File: config.mk
export PLATFORM = sky130hd
export DESIGN_NAME = pc_sequencer
export DESIGN_NICKNAME = d
export VERILOG_FILES = /design/src/rtl/cpu_pkg.sv /design/src/rtl/next_pc_calc.sv /design/src/rtl/pc_sequencer.sv
export SDC_FILE = /design/constraint.sdc
export NUM_CORES = 1
export LEC_CHECK = 0
export CORE_MARGIN = 5
export CORE_UTILIZATION = 41
export CTS_CLUSTER_SIZE = 14
export DETAILED_ROUTE_END_ITERATION = 10
export PLACE_DENSITY_LB_ADDON = 0.15
export SLEW_MARGIN = 20
export SYNTH_ARGS = -nofsm -noshare
export SYNTH_HDL_FRONTEND = slang
export SYNTH_HIERARCHICAL = 1
export SYNTH_SLANG_ARGS = --single-unit
File: constraint.sdc
create_clock -name clk -period 4.4 [get_ports clk]
set_input_delay 0.88 -clock clk [delete_from_list [all_inputs] [get_ports clk]]
set_output_delay 0.88 -clock clk [all_outputs]
set_load 0.03 [all_outputs]
File: src/rtl/cpu_pkg.sv
// Shared types and default vectors for the fetch sequencer.
// Imported by the next-PC calculator and the sequencer top.
package cpu_pkg;

  typedef enum logic [1:0] {
    BOOT,
    FETCH,
    EXEC
  } state_t;

  typedef enum logic [2:0] {
    SEL_SEQ,
    SEL_BR,
    SEL_J,
    SEL_JR,
    SEL_EXC
  } sel_t;

  localparam logic [31:0] RESET_VECTOR_DEF = 32'h0000_0000;
  localparam logic [31:0] EXC_VECTOR_DEF   = 32'h0000_0080;

endpackage

File: src/rtl/next_pc_calc.sv
// Combinational next-PC selection: sequential, branch, jump,
// jump-register and exception targets, resolved by fixed priority.
module next_pc_calc
  import cpu_pkg::*;
#(
  parameter logic [31:0] EXC_VECTOR = EXC_VECTOR_DEF
) (
  input  logic [31:0] i_pc,
  input  logic        i_exc,
  input  logic        i_jr_en,
  input  logic        i_jump_en,
  input  logic        i_branch_en,
  input  logic [31:0] i_branch_off,
  input  logic [25:0] i_jump_target,
  input  logic [31:0] i_jr_addr,
  output logic [31:0] o_next_pc,
  output logic [31:0] o_pc_plus4,
  output sel_t        o_sel
);

  logic [31:0] w_pc_plus4;
  logic [31:0] w_br_target;
  logic [31:0] w_j_target;
  logic [31:0] w_jr_target;

  assign w_pc_plus4  = i_pc + 32'd4;
  // Word offset scaled to bytes; wraps modulo 2^32.
  assign w_br_target = w_pc_plus4 + (i_branch_off << 2);
  assign w_j_target  = {w_pc_plus4[31:28], i_jump_target, 2'b00};
  assign w_jr_target = i_jr_addr & 32'hFFFF_FFFC;

  assign o_pc_plus4 = w_pc_plus4;

  always_comb begin
    o_sel     = SEL_SEQ;
    o_next_pc = w_pc_plus4;
    priority case (1'b1)
      i_exc: begin
        o_sel     = SEL_EXC;
        o_next_pc = EXC_VECTOR;
      end
      i_jr_en: begin
        o_sel     = SEL_JR;
        o_next_pc = w_jr_target;
      end
      i_jump_en: begin
        o_sel     = SEL_J;
        o_next_pc = w_j_target;
      end
      i_branch_en: begin
        o_sel     = SEL_BR;
        o_next_pc = w_br_target;
      end
      default: begin
        o_sel     = SEL_SEQ;
        o_next_pc = w_pc_plus4;
      end
    endcase
  end

endmodule

File: src/rtl/pc_sequencer.sv
// Program counter owner and fetch/exec sequencer for the
// multi-cycle core: BOOT -> FETCH <-> EXEC.
module pc_sequencer
  import cpu_pkg::*;
#(
  parameter logic [31:0] RESET_VECTOR = RESET_VECTOR_DEF,
  parameter logic [31:0] EXC_VECTOR   = EXC_VECTOR_DEF
) (
  input  logic        clk,
  input  logic        rst_n,
  output logic        imem_req,
  output logic [31:0] imem_addr,
  input  logic        imem_ready,
  output logic        instr_valid,
  input  logic        stall,
  input  logic        branch_en,
  input  logic [31:0] branch_off,
  input  logic        jump_en,
  input  logic [25:0] jump_target,
  input  logic        jr_en,
  input  logic [31:0] jr_addr,
  input  logic        exc,
  output logic [31:0] pc,
  output logic [31:0] pc_plus4,
  output logic [31:0] epc
);

  state_t      r_state;
  logic [31:0] r_pc;
  logic [31:0] r_epc;
  logic        r_imem_req;
  logic        r_instr_valid;

  logic [31:0] w_next_pc;
  logic [31:0] w_pc_plus4;
  sel_t        w_sel;

  next_pc_calc #(
    .EXC_VECTOR (EXC_VECTOR)
  ) u_next_pc (
    .i_pc          (r_pc),
    .i_exc         (exc),
    .i_jr_en       (jr_en),
    .i_jump_en     (jump_en),
    .i_branch_en   (branch_en),
    .i_branch_off  (branch_off),
    .i_jump_target (jump_target),
    .i_jr_addr     (jr_addr),
    .o_next_pc     (w_next_pc),
    .o_pc_plus4    (w_pc_plus4),
    .o_sel         (w_sel)
  );

  always_ff @(posedge clk or negedge rst_n) begin
    if (!rst_n) begin
      r_state       <= BOOT;
      r_pc          <= RESET_VECTOR;
      r_epc         <= 32'h0;
      r_imem_req    <= 1'b0;
      r_instr_valid <= 1'b0;
    end else begin
      case (r_state)
        BOOT: begin
          r_state    <= FETCH;
          r_imem_req <= 1'b1;
        end
        FETCH: begin
          // Exception wins over a completing fetch.
          if (exc) begin
            r_epc <= r_pc;
            r_pc  <= EXC_VECTOR;
          end else if (imem_ready) begin
            r_state       <= EXEC;
            r_imem_req    <= 1'b0;
            r_instr_valid <= 1'b1;
          end
        end
        EXEC: begin
          if (!stall || exc) begin
            if (w_sel == SEL_EXC) begin
              r_epc <= r_pc;
            end
            r_pc          <= w_next_pc;
            r_state       <= FETCH;
            r_imem_req    <= 1'b1;
            r_instr_valid <= 1'b0;
          end
        end
        default: begin
          r_state       <= BOOT;
          r_imem_req    <= 1'b0;
          r_instr_valid <= 1'b0;
        end
      endcase
    end
  end

  assign imem_req    = r_imem_req;
  assign imem_addr   = r_pc;
  assign instr_valid = r_instr_valid;
  assign pc          = r_pc;
  assign pc_plus4    = w_pc_plus4;
  assign epc         = r_epc;

endmodule

==> reports/results.ini <==
[run_status]
status=finished clean

[global_routing]
grt_pass1_vias=5969
grt_max_degree=69
grt_pass1_wl_mm=34.2
grt_usage=0.243
gr-total-overflow=0
antenna_found_initial=0

[yosys]
synth_seq_cells=68
syn-cell-area_sq_um=6090
ys_warn_count=6
syn_area_per_cell_sq_um=8.94
synth_edf_count=0
ys_seq_area_frac=0.279
syn_nets=816
synth_top_area_frac=0.279
ys.flop_type=dfrtp_1
ys_types=76
synthArstFlopShare=1.00
synthTopCellsByArea=dfrtp_1 (28%), ha_1 (7.4%), mux2_4 (7.4%), a22o_1 (4.7%), a21oi_1 (4.4%)
synth_top_area_cell=dfrtp_1
syn-instance-count=681

[floorplanning]
pin_count=228
die_area_sq_um=17400
die_x_um=132
start_util=0.419
core_area_sq_um=14500
die_h_um=132
row_count=44

[finish]
final_nets=1037
drive_gt1_frac=0.151
diodes=0
n_fill_cell=1256
areaGrowthSynthToFinish_pct=46.1
final_util=0.612

[detailed_routing]
drt_iter0_markers=401
drt_pass1_iterations=5
route.detailed.wl_per_inst_um=20.4
drc=0
via_per_inst=5.67
postRouteAntennaNets=0
drt-total-wl_mm=22.3
via_count=6183

[hold_path]
worstHoldStart=epc[1]
hold_class=reg -> reg
holdPathStages=1

[clock_tree]
cts_tree=done
root_buffer=clkbuf_16
clkTransAtPathRegs_ps=60
clk_latency_ps=330
numCtsBuffers=9
cts_sinks=68
cts_hold_buf=0
clk_path_buf_depth=2
htree_levels=3

[sta]
rsz0062_at_grt=no
fin_crit_ps=4140
finalHoldViolCount=0
fin_crit_sh=0.941
finalSetupViolations=0
tightest_slew_ps=840
slew_headroom=0.440
clock.fmax_mhz=242
final.setup.tns_ps=0
maxSlewViolCount=0
fin_skew_ps=6.35

[worst_setup_path]
cp-end-kind=flip-flop
crit_path_start=imem_addr[2]
crit_type=reg -> reg
arrival_ps=4360
slowest_stage=dfrtp_2
path_max_fanout=8
crit_path_cell_trace=buf_4 > nand2_1 > nor3_4 > nor3b_4 > nand3_1 > xor2_2 > inv_1 > ha_1 > a21oi_1 > o21bai_1 > a21o_1 > a21o_1 > a211oi_2 > nor2_1 > a311oi_2 > xor2_1 > a211oi_2 > a22o_1
worst_setup_path_start_kind=flip-flop
reg2regPathDepth=18
worstSetupPathDepth=18
cp.buffers_inverters=2
r2r_start=imem_addr[2]
max_stage_delay_ps=370
cp.required_ps=4620
path_delay_family=compound AO/OA/AOI/OAI gates

[power]
peakVddDrop_mv=0.190
power.density_nw_per_um2=256
p_leak_nw=4.07
power_mw=2.28

[run]
cap_violations=0

[placed_design]
dpl.hpwl_mm=18.0
gp_congestion=0.922
port-buffer-count=223

[worst reg2reg max path, stage by stage (launching register included)]
cell	delay, ps
dfrtp_2	370
buf_4	170
nand2_1	120
nor3_4	200
nor3b_4	290
nand3_1	150
xor2_2	300
inv_1	130
ha_1	350
a21oi_1	210
o21bai_1	100
a21o_1	200
a21o_1	200
a211oi_2	240
nor2_1	90
a311oi_2	270
xor2_1	260
a211oi_2	130
a22o_1	240
[cell usage after synthesis, drive strengths merged (19+ instances only)]
master   n
xor2    19
xnor2   31
clkbuf  21
nand2   55
o21ai   24
a22o    33
a21oi   55
ha      36
dfrtp   68
mux2    34
inv     26
nand3   24
buf     46
nor2    57
[layout make-up]
cell class / instances / area [sq um] / share of cell area
multi-input combinational: 520 / 3920 / 0.440
timing repair buffer: 277 / 2640 / 0.296
sequential: 68 / 1710 / 0.192
clock buffer: 11 / 253 / 0.0284
tap: 184 / 230 / 0.0259
inverter: 26 / 97.6 / 0.0110
clock inverter: 5 / 60.1 / 0.00675
[registers in the layout (all words and copies together) (netlist names)]
name,flops
epc,32
imem_addr,32
r_state,2
imem_req,1
instr_valid,1
[cell usage in the layout (no fill, tap or decap), types with 8 or more instances in the layout]
cell               n
a211oi_1          15
a21o_1            18
a21oi_1           54
a22o_1            33
and3_1            11
buf_4             55
clkbuf_16          9
clkdlybuf4s50_1  222
dfrtp_1           65
ha_1              36
inv_1             26
mux2_4            30
nand2_1           55
nand3_1           22
nor2_1            56
o21ai_0           19
o22ai_1            8
xnor2_1           30
xor2_1            17
[metal layers]
layer,vias up,routed length (um),track usage
met3,30,1590,0.0370
met2,292,9770,0.360
met5,-,0,0
met4,0,459,0.0674
li1,2895,-,-
met1,2966,10500,0.368
[logic make-up (layout without fill, tap and decap cells)]
group,count (synthesis),after routing,synth area share
compound gates,211,211,0.244
xor+xnor,50,50,0.0744
fa+ha+maj,37,37,0.0772
buf+inv,93,319,0.0838
flops,68,68,0.279
mux,37,37,0.0863
simple gates,185,185,0.155
[report_power, final]
part           switching [mW]  leakage (nW)  internal [mW]  total, mW
logic                   0.461          3.01          0.378      0.839
registers              0.0406         0.921          0.665      0.706
clock network           0.263         0.140          0.469      0.732
total                   0.764          4.07           1.51       2.28
[worst paths after layout]
| check | endpoint | slack, ps |
|---|---|---|
| max in group asynchronous | imem_addr[2] | 3180 |
| min in group asynchronous | epc[7] | 620 |
| worst min register to register | epc[1] | 510 |
| worst max register to register | imem_addr[28] | 260 |
| worst max-delay path | imem_addr[28] | 260 |
| worst min-delay path | epc[1] | 510 |
[per-stage QoR]
step	hold WS (ps)	area, sq um	cells	setup WS, ps
after global routing	517	8900	1091	14.0
after CTS	509	8840	1089	118
final	506	8900	1091	261
after detailed placement	492	8530	1073	176
after floorplan	487	6090	681	60.6
after global placement	492	8530	1073	183
[repair_timing]
item | CTS | global route
hold endpoints to repair | 0 | 0
setup buffers | 0 | 2
gates resized for setup | 0 | 7
endpoints found under the setup margin | 0 | 2
Power figures use the tool's default switching activity.
